**config.mk**
```make
export PLATFORM = sky130hd
export DESIGN_NAME = processador_nios2_qsys_0_oci_dct_sequencer
export DESIGN_NICKNAME = d
export VERILOG_FILES = /design/src/rtl/processador_nios2_qsys_0_oci_dct_sequencer_pkg.sv /design/src/rtl/processador_nios2_qsys_0_oci_dct_sequencer_packer.sv /design/src/rtl/processador_nios2_qsys_0_oci_dct_sequencer.sv
export SDC_FILE = /design/constraint.sdc
export NUM_CORES = 1
export LEC_CHECK = 0
export ABC_AREA = 1
export ABC_CLOCK_PERIOD_IN_PS = 4780
export CAP_MARGIN = 25
export CORE_ASPECT_RATIO = 1.4
export CORE_MARGIN = 4
export CORE_UTILIZATION = 50
export CTS_BUF_LIST = sky130_fd_sc_hd__clkbuf_16
export CTS_CLUSTER_DIAMETER = 100
export DETAILED_ROUTE_END_ITERATION = 10
export PLACE_DENSITY_LB_ADDON = 0.12
export SETUP_SLACK_MARGIN = 0.02
export SLEW_MARGIN = 15
export SYNTH_ARGS = -nofsm -noshare
export SYNTH_HDL_FRONTEND = slang
export SYNTH_SLANG_ARGS = --single-unit
```
**constraint.sdc**
```tcl
create_clock -name clk -period 4.78 [get_ports clk]
set_input_delay 1.195 -clock clk [delete_from_list [all_inputs] [get_ports clk]]
set_output_delay 1.195 -clock clk [all_outputs]
set_load 0.02 [all_outputs]
```
**src/rtl/processador_nios2_qsys_0_oci_dct_sequencer_pkg.sv**
```systemverilog
// processador_nios2_qsys_0_oci_dct_sequencer_pkg: shared states and frame geometry for the DCT trace sequencer
package processador_nios2_qsys_0_oci_dct_sequencer_pkg;
  typedef enum logic [1:0] {IDLE, RUN, FLUSH, DONE} state_t;
  localparam int FRAME_W = 2;
  localparam int FRAMES_PER_WORD = 16;
  localparam int DCT_FRAMES = 15;
endpackage

```
**src/rtl/processador_nios2_qsys_0_oci_dct_sequencer_packer.sv**
```systemverilog
// processador_nios2_qsys_0_oci_dct_packer: appends a capture's frames to the accumulator and splits off a full word
module processador_nios2_qsys_0_oci_dct_packer
  import processador_nios2_qsys_0_oci_dct_sequencer_pkg::*;
(
  input  logic [FRAMES_PER_WORD*FRAME_W-1:0] i_acc,
  input  logic [3:0]                         i_fill,
  input  logic [DCT_FRAMES*FRAME_W-1:0]      i_frames,
  input  logic [3:0]                         i_count,
  output logic [FRAMES_PER_WORD*FRAME_W-1:0] o_acc,
  output logic [3:0]                         o_fill,
  output logic                               o_full,
  output logic [FRAMES_PER_WORD*FRAME_W-1:0] o_word
);
  logic [31:0] w_mask;
  logic [63:0] w_sum;
  logic [4:0]  w_total;
  // frames beyond i_count are masked so unused accumulator frames stay zero
  always_comb begin
    w_mask  = ~(32'hFFFF_FFFF << {i_count, 1'b0});
    w_sum   = {32'd0, i_acc} | ({32'd0, {2'b00, i_frames} & w_mask} << {i_fill, 1'b0});
    w_total = {1'b0, i_fill} + {1'b0, i_count};
    o_full  = w_total[4];
    o_fill  = w_total[3:0];
    o_word  = w_sum[31:0];
    o_acc   = o_full ? w_sum[63:32] : w_sum[31:0];
  end
endmodule

```
**src/rtl/processador_nios2_qsys_0_oci_dct_sequencer.sv**
```systemverilog
// processador_nios2_qsys_0_oci_dct_sequencer: packs DCT frames into 32-bit words and writes them to trace RAM
module processador_nios2_qsys_0_oci_dct_sequencer
  import processador_nios2_qsys_0_oci_dct_sequencer_pkg::*;
#(
  parameter int ADDR_W       = 7,
  parameter bit STOP_ON_FULL = 1'b0
) (
  input  logic                               clk,
  input  logic                               reset_n,
  input  logic                               trace_enable,
  input  logic                               dct_valid,
  input  logic [DCT_FRAMES*FRAME_W-1:0]      dct_buffer,
  input  logic [3:0]                         dct_count,
  output logic                               dct_ready,
  input  logic                               test_ending,
  output logic                               tw_write,
  output logic [ADDR_W-1:0]                  tw_addr,
  output logic [FRAMES_PER_WORD*FRAME_W-1:0] tw_data,
  input  logic                               tw_waitrequest,
  output logic                               test_has_ended,
  output logic                               trace_wrapped
);
  state_t                             r_state, w_next;
  logic [FRAMES_PER_WORD*FRAME_W-1:0] r_acc, r_data, w_p_acc, w_p_word;
  logic [3:0]                         r_fill, w_p_fill;
  logic [ADDR_W-1:0]                  r_addr;
  logic                               r_write, r_ended, r_wrapped, r_low;
  logic                               w_accept, w_done, w_stop, w_leave, w_flush, w_rearm, w_p_full;
  processador_nios2_qsys_0_oci_dct_packer u_packer (
    .i_acc   (r_acc),
    .i_fill  (r_fill),
    .i_frames(dct_buffer),
    .i_count (w_accept ? dct_count : 4'd0),
    .o_acc   (w_p_acc),
    .o_fill  (w_p_fill),
    .o_full  (w_p_full),
    .o_word  (w_p_word)
  );
  assign dct_ready      = (r_state == RUN) && !r_write;
  assign tw_write       = r_write;
  assign tw_addr        = r_addr;
  assign tw_data        = r_data;
  assign test_has_ended = r_ended;
  assign trace_wrapped  = r_wrapped;
  always_comb begin
    w_accept = dct_valid && dct_ready;
    w_done   = r_write && !tw_waitrequest;
    w_stop   = STOP_ON_FULL && w_done && (&r_addr);
    w_leave  = (r_state == RUN) && (test_ending || !trace_enable);
    w_flush  = w_leave || (r_state == FLUSH);
    w_rearm  = (r_state == DONE) && r_low && trace_enable;
    w_next   = r_state;
    if (w_stop) w_next = DONE;
    else if (r_state == IDLE && trace_enable) w_next = RUN;
    else if (w_leave) w_next = FLUSH;
    else if (r_state == FLUSH && (!r_write || w_done) && r_fill == 4'd0) w_next = DONE;
    else if (w_rearm) w_next = IDLE;
  end
  always_ff @(posedge clk) r_state <= !reset_n ? IDLE : w_next;
  always_ff @(posedge clk) begin
    if (!reset_n) begin
      r_acc     <= '0;
      r_fill    <= '0;
      r_data    <= '0;
      r_addr    <= '0;
      r_write   <= 1'b0;
      r_ended   <= 1'b0;
      r_wrapped <= 1'b0;
      r_low     <= 1'b0;
    end else begin
      if (w_done) begin
        r_write   <= 1'b0;
        r_addr    <= r_addr + ADDR_W'(1);
        r_wrapped <= r_wrapped | (&r_addr);
      end
      // a flush request turns whatever is accumulated (plus this capture) into a zero-padded word
      if (w_stop) begin
        r_acc  <= '0;
        r_fill <= '0;
      end else if (w_rearm) begin
        r_acc     <= '0;
        r_fill    <= '0;
        r_addr    <= '0;
        r_wrapped <= 1'b0;
      end else if (!r_write && (w_p_full || (w_flush && w_p_fill != 4'd0))) begin
        r_write <= 1'b1;
        r_data  <= w_p_word;
        r_acc   <= w_p_full ? w_p_acc : '0;
        r_fill  <= w_p_full ? w_p_fill : 4'd0;
      end else if (w_accept) begin
        r_acc  <= w_p_acc;
        r_fill <= w_p_fill;
      end
      r_ended <= w_rearm ? 1'b0 : (r_state == DONE) ? 1'b1 : r_ended;
      r_low   <= (r_state == DONE) && !w_rearm && (r_low || !trace_enable);
    end
  end
endmodule

```
# ---- Yosys cells after proc, flatten, opt, wreduce, memory -nomap -nowiden
# Index checks and enable logic that the tools add are counted.
dict set report totals {
  register_bits 81
  input_bits 40
  out_inout_bits 43
  word_cells 70
}
dict set report classes {
  n_addsub 2
  eq_ne 3
  n_shift 2
  n_mux 15
  n_bitwise 6
  reduce_logical 32
}
# op n
set ops {}
lappend ops {{two-way mux 32 bit} 4}
lappend ops {{OR 32 x 64 -> 64 bit} 1}
lappend ops {{left shift 32 x 5 -> 64 bit} 1}
lappend ops {{AND 30 x 32 -> 32 bit} 1}
lappend ops {{inverter 32 bit} 1}
lappend ops {{left shift 32 x 5 -> 32 bit, first input constant} 1}
lappend ops {{two-way mux 4 bit} 4}
lappend ops {{logical AND 1 bit} 13}
lappend ops {{nonzero test 4 bit} 2}
lappend ops {{adder 7 x 1 -> 7 bit, second input constant} 1}
lappend ops {{AND reduction 7 bit} 1}
lappend ops {{two-way mux 2 bit} 3}
lappend ops {{adder 4 x 4 -> 5 bit} 1}
lappend ops {{logical OR 1 bit} 5}
lappend ops {{== test 2 bit, second input constant} 2}
lappend ops {{zero test 1 bit} 4}
lappend ops {{zero test 4 bit} 1}
lappend ops {{two-way mux 1 bit} 4}
lappend ops {{OR reduction 2 bit} 2}
lappend ops {{nonzero test 3 bit} 1}
lappend ops {{== test 2 x 1 -> 1 bit, second input constant} 1}
lappend ops {{zero test 2 bit} 1}
lappend ops {{inverter 1 bit} 2}
lappend ops {{AND reduction 2 bit} 1}
lappend ops {{other kinds (2)} 2}

# ---- Longest topological paths before layout
dict set report logic_depth {
  ltp_word 12
  ltp_mapped 20
  depth_no_buf 20
}

# ---- Hierarchy
# A second synthesis with hierarchy kept.
dict set report unflattened {
  cells_unflattened 987
  area_unflattened_um2 6040.8
}
# module instances cells_each area_per_inst_um2 seq_area_each_um2
set by_module_without_submodules {}
lappend by_module_without_submodules {processador_nios2_qsys_0_oci_dct_sequencer 1 441 3410.8 1621.6}
lappend by_module_without_submodules {processador_nios2_qsys_0_oci_dct_packer 1 546 2630.0 0.0}

# ---- Worst setup path after synthesis
# OpenSTA, ideal clock, no wires.
dict set report synth_timing {
  path_type {input -> register}
  startpoint {input port dct_valid}
  endpoint {register r_acc[12]}
  setup_time_ns 0.064
  arrival_ns 3.349
  required_time_ns 4.716
  path_slack_ns 1.367
  cell_stages 15
  n_path_buf 3
  cell_sequence {buf_2 > nand4_2 > inv_1 > buf_2 > ha_1 > inv_1 > o21bai_1 > a31oi_4 > inv_2 > a31oi_2 > buf_2 > nand2_1 > inv_1 > nor2_1 > nor2_1}
}
dict set report synth_via {
  elab_chain_len 10
  word_cells_on_any_way 17
  cone_classes {add/sub (1); shift (2); mux (5); bitwise (3); reduce/logical (6)}
}
# item line
set synth_rtl {}
lappend synth_rtl {{from (decl)} processador_nios2_qsys_0_oci_dct_sequencer.sv:11} ;# input logic dct_valid,
lappend synth_rtl {{logical AND 1 bit *} processador_nios2_qsys_0_oci_dct_sequencer.sv:46} ;# w_accept = dct_valid && dct_ready;
lappend synth_rtl {{two-way mux 4 bit} processador_nios2_qsys_0_oci_dct_sequencer.sv:33} ;# .i_count (w_accept ? dct_count : 4'd0),
lappend synth_rtl {{left shift 32 x 5 -> 32 bit} processador_nios2_qsys_0_oci_dct_sequencer_packer.sv:19} ;# w_mask = ~(32'hFFFF_FFFF << {i_count, 1'b0});
lappend synth_rtl {{inverter 32 bit} processador_nios2_qsys_0_oci_dct_sequencer_packer.sv:19}
lappend synth_rtl {{AND 30 x 32 -> 32 bit} processador_nios2_qsys_0_oci_dct_sequencer_packer.sv:20} ;# w_sum = {32'd0, i_acc} | ({32'd0, {2'b00, i_frames} & w_mask} << {i_fill, 1'b0});
lappend synth_rtl {{left shift 32 x 5 -> 64 bit} processador_nios2_qsys_0_oci_dct_sequencer_packer.sv:20}
lappend synth_rtl {{OR 32 x 64 -> 64 bit} processador_nios2_qsys_0_oci_dct_sequencer_packer.sv:20}
lappend synth_rtl {{two-way mux 32 bit} processador_nios2_qsys_0_oci_dct_sequencer_packer.sv:25} ;# o_acc = o_full ? w_sum[63:32] : w_sum[31:0];
lappend synth_rtl {{two-way mux 32 bit, on equally long branches} {processador_nios2_qsys_0_oci_dct_sequencer.sv:90, processador_nios2_qsys_0_oci_dct_sequencer.sv:88}}
lappend synth_rtl {{two-way mux 32 bit} processador_nios2_qsys_0_oci_dct_sequencer.sv:85} ;# end else if (!r_write && (w_p_full || (w_flush && w_p_fill != 4'd0))) begin
lappend synth_rtl {{to (signal assigned)} processador_nios2_qsys_0_oci_dct_sequencer.sv:88} ;# r_acc <= w_p_full ? w_p_acc : '0;
lappend synth_rtl {{to (signal assigned)} processador_nios2_qsys_0_oci_dct_sequencer.sv:91} ;# r_acc <= w_p_acc;
lappend synth_rtl {{to (decl)} processador_nios2_qsys_0_oci_dct_sequencer.sv:24} ;# logic [FRAMES_PER_WORD*FRAME_W-1:0] r_acc, r_data, w_p_acc, w_p_word;
# Every way passes the cells marked *; elsewhere a longest branch is shown, timed or not. The select of a mux whose other input is x is not followed.
# A chain may end at the register's enable or synchronous reset.

# ---- Worst setup path after layout
dict set report layout_timing {
  startpoint {input port dct_valid}
  endpoint {register r_acc[14]}
}
# Same word-level chain as after synthesis.

==> results.py <==
metrics = {
    "worst_setup_path": {
        "cp_slowest_cell": "clkdlybuf4s50_1",
        "cp_data_arrival_time_ns": 4.15,
        "reg2reg_slack_ns": 1.70,
        "r2r-start": "r_state[0]",
        "cp-startpoint": "dct_valid",
        "endpoint_kind": "flip-flop",
        "cp.required_ns": 5.02,
        "path_cells": "clkdlybuf4s50_1 > nand3_2 > inv_1 > nand2_1 > fa_1 > inv_1 > nand2_1 > nand2_1 > nor2_1 > nand3_1 > nand2_1 > nand2_2 > nand2_4 > nand2_2 > buf_4 > nand2_1 > nor2_1 > nor2_1",
        "r2r_end": "r_acc[14]",
        "critical_path.top_delay_family": "simple AND/OR/NAND/NOR gates",
        "ff2ff_path_depth": 19,
        "criticalPathCategory": "input port to flip-flop",
        "crit_top_cell": "nand2_1",
        "start_kind": "input port",
        "cpPeakStageDelay_ns": 0.72,
        "path_max_fanout": 24,
        "critPathBufInv": 4,
    },
    "placement": {
        "numPortBuffers": 82,
        "dp_hpwl_um": 14100,
        "routabilityCongestion": 1.01,
    },
    "power_and_ir_drop": {
        "power_frac_clock_pct": 35.5,
        "combinationalPowerShare_pct": 28.3,
        "p_int_mw": 1.41,
        "p_leak_nw": 3.05,
        "seqPwrFrac_pct": 36.3,
        "power_density_mw_per_mm2": 310,
        "p_switching_mw": 0.713,
        "swShare_pct": 33.6,
        "max-vdd-ir-drop_uv": 190,
        "finalPower_mw": 2.12,
    },
    "drt": {
        "viasPerCell": 5.75,
        "num_vias": 6671,
        "ant_nets": 0,
        "wirelength_um": 19500,
        "drt-wirelength-per-cell_um": 16.8,
        "drc": 0,
        "drt_iter0_drc": 785,
        "drtPass1Iterations": 7,
    },
    "finish": {
        "areaGrowthSynthToFinish_pct": 22.2,
        "nNetsFinal": 1060,
        "final_core_util_pct": 62.8,
        "antenna_cells": 0,
        "layout-drive-gt1-share_pct": 5.98,
    },
    "synthesis": {
        "ys_types": 39,
        "syn_area_mm2": 0.00562,
        "synth_warnings": 0,
        "synth-edff-count": 0,
        "yosysSeqAreaShare_pct": 28.9,
        "ys.flop_type": "dfxtp_1",
        "syn_area_per_cell_um2": 5.87,
        "synth-seq-cells": 81,
        "async_reset_ff_share_pct": 0,
        "syn-num-nets": 1001,
        "synth_cells": 957,
    },
    "global_routing": {
        "grt.met2_usage_pct": 49.4,
        "grt-ovfl-total": 0,
        "grt_pass1_vias": 6251,
        "grt_max_degree": 43,
        "grt_pass1_wl_um": 31600,
        "grt.busiest_layer": "met2",
        "grt_util_met1_pct": 36.5,
        "met3_usage_pct": 5.71,
        "grt.total_usage_pct": 30.0,
        "grt_antenna_before_repair": 0,
    },
    "clocking": {
        "clockBufferDepth": 2,
        "clk_latency_ns": 0.35,
        "post_cts_buffers": 0,
        "postCtsHoldBufs": 0,
        "ctsResizeCount": 0,
        "htreeDepth": 3,
        "cts_tree": "yes",
        "path_clk_slew_ns": 0.06,
        "cts_root_buffer": "clkbuf_16",
        "numClockSinks": 81,
        "cts_buffers": 9,
    },
    "timing": {
        "post-route-period-util_pct": 81.8,
        "relSlewSlack_pct": 62.1,
        "rsz0062_at_grt": "no",
        "hold_viol_final": 0,
        "finalSetupTns_ns": 0,
        "slew_viol_final": 0,
        "setup_violations": 0,
        "fin_worst_skew_ns": 0.00452,
        "min_period_ns": 3.91,
        "worst_pin_slew_ns": 0.568,
        "clock.fmax_mhz": 256,
    },
    "hold_path": {
        "hold_class": "flip-flop to flip-flop",
        "min_to": "trace_wrapped",
        "hold_path_startpoint": "trace_wrapped",
        "hold_depth": 2,
    },
    "die": {
        "io_pins": 83,
        "core_mm2": 0.0109,
        "placementRows": 45,
        "die_h_um": 133,
        "die_x_um": 97.6,
        "start_util_pct": 51.4,
        "die_area_mm2": 0.0130,
    },
    "job": {
        "max-cap-violations": 0,
    },
    "outcome": {
        "status": "finished, final reports clean",
    },
}
[cells in the final DEF (no fill, tap or decap), types with 2 or more instances in the layout]
| cell | n |
|---|---|
| ha_1 | 3 |
| nand3_1 | 185 |
| inv_1 | 63 |
| nand4_1 | 35 |
| a21oi_1 | 73 |
| dfxtp_1 | 81 |
| nor2_4 | 2 |
| and2_1 | 2 |
| nand2_1 | 307 |
| clkinvlp_4 | 2 |
| nor2_2 | 3 |
| clkbuf_16 | 9 |
| nor2_1 | 74 |
| bufinv_16 | 2 |
| o21bai_1 | 4 |
| nand3_2 | 2 |
| clkdlybuf4s50_1 | 82 |
| clkinv_1 | 5 |
| nand2_2 | 2 |
| inv_2 | 6 |
| buf_4 | 23 |
| o21ai_1 | 5 |
| o21ai_0 | 23 |
| nor3_1 | 3 |
| nand3b_1 | 7 |
[cells by family (layout without fill, tap and decap cells)]
kind of cell / Yosys count / after routing / synth area share, %
compound gates: 112 / 112 / 10.9
flops: 81 / 81 / 28.9
simple gates: 627 / 627 / 49.6
buf+inv: 131 / 194 / 9.27
mux: 1 / 1 / 0.201
fa+ha+maj: 4 / 4 / 1.03
xor+xnor: 1 / 1 / 0.156
[per-layer routing]
metal  wire length, um  vias up
li1                  -     3290
met1              7650     2952
met2              9280      346
met3              1450       83
met4              1110        0
met5                 0        -
[worst max-delay path by stage]
stage,end,slack [ns],depth (start not counted)
CTS,r_acc[14],0.93,18
detailed placement,r_acc[10],0.58,18
finish,r_acc[14],0.87,18
global route,r_acc[10],0.60,18
global placement,r_acc[1],0.62,15
floorplan,r_acc[12],1.37,15
[synthesized netlist by cell type (3+ instances only)]
| library cell | count | area, um2 |
|---|---|---|
| o21ai_1 | 5 | 25.0 |
| a21oi_1 | 73 | 365 |
| buf_1 | 13 | 48.8 |
| nand2_1 | 307 | 1150 |
| nand4_1 | 35 | 219 |
| o21bai_1 | 4 | 30.0 |
| inv_1 | 63 | 236 |
| nand3b_1 | 7 | 52.6 |
| ha_1 | 3 | 37.5 |
| clkinv_1 | 5 | 18.8 |
| inv_2 | 6 | 22.5 |
| o21ai_0 | 23 | 115 |
| nand3_1 | 185 | 926 |
| buf_4 | 3 | 22.5 |
| nor3_1 | 3 | 15.0 |
| nor2_1 | 75 | 282 |
| dfxtp_1 | 81 | 1620 |
| buf_2 | 14 | 70.1 |
| clkbuf_1 | 27 | 101 |
[power by group through the flow]
stage | combinational (mW) | sequential, mW | clock [mW]
after floorplan | 0.396 | 0.794 | 0
after global placement | 0.586 | 0.783 | 0
after detailed placement | 0.589 | 0.784 | 0
after CTS | 0.596 | 0.770 | 0.761
after global routing | 0.673 | 0.778 | 0.787
final | 0.601 | 0.770 | 0.753
[layout make-up]
| type | instances | area (um2) |
|---|---|---|
| fillers | 1106 | 4060 |
| multi-input cells | 745 | 3480 |
| flip-flops and latches | 81 | 1620 |
| repair buffers | 105 | 993 |
| inverters | 74 | 278 |
| clock buffers | 9 | 225 |
| well taps | 141 | 176 |
| clock inverters | 6 | 92.6 |
[state kept, by name, indices dropped and copies added (netlist names)]
register and count:
r_state 2, tw_addr 7, r_low 1, tw_data 32
r_acc 32, test_has_ended 1, r_fill 4, tw_write 1
trace_wrapped 1
[tightest hold or removal path, cell delays in order, from the launching register on]
cell and delay [ns]:
dfxtp_1 0.31, inv_1 0.05, a21oi_1 0.05
[metrics by stage]
step	area [um2]	hold slack [ns]	worst slack (ns)	cells
after floorplan	5620	0.456	1.37	957
after global placement	6550	0.442	0.622	1146
after detailed placement	6550	0.444	0.580	1146
after CTS	6860	0.456	0.928	1161
after global routing	6860	0.479	0.603	1161
final	6860	0.458	0.870	1161
Note: power is estimated with default switching activity, not from simulation.
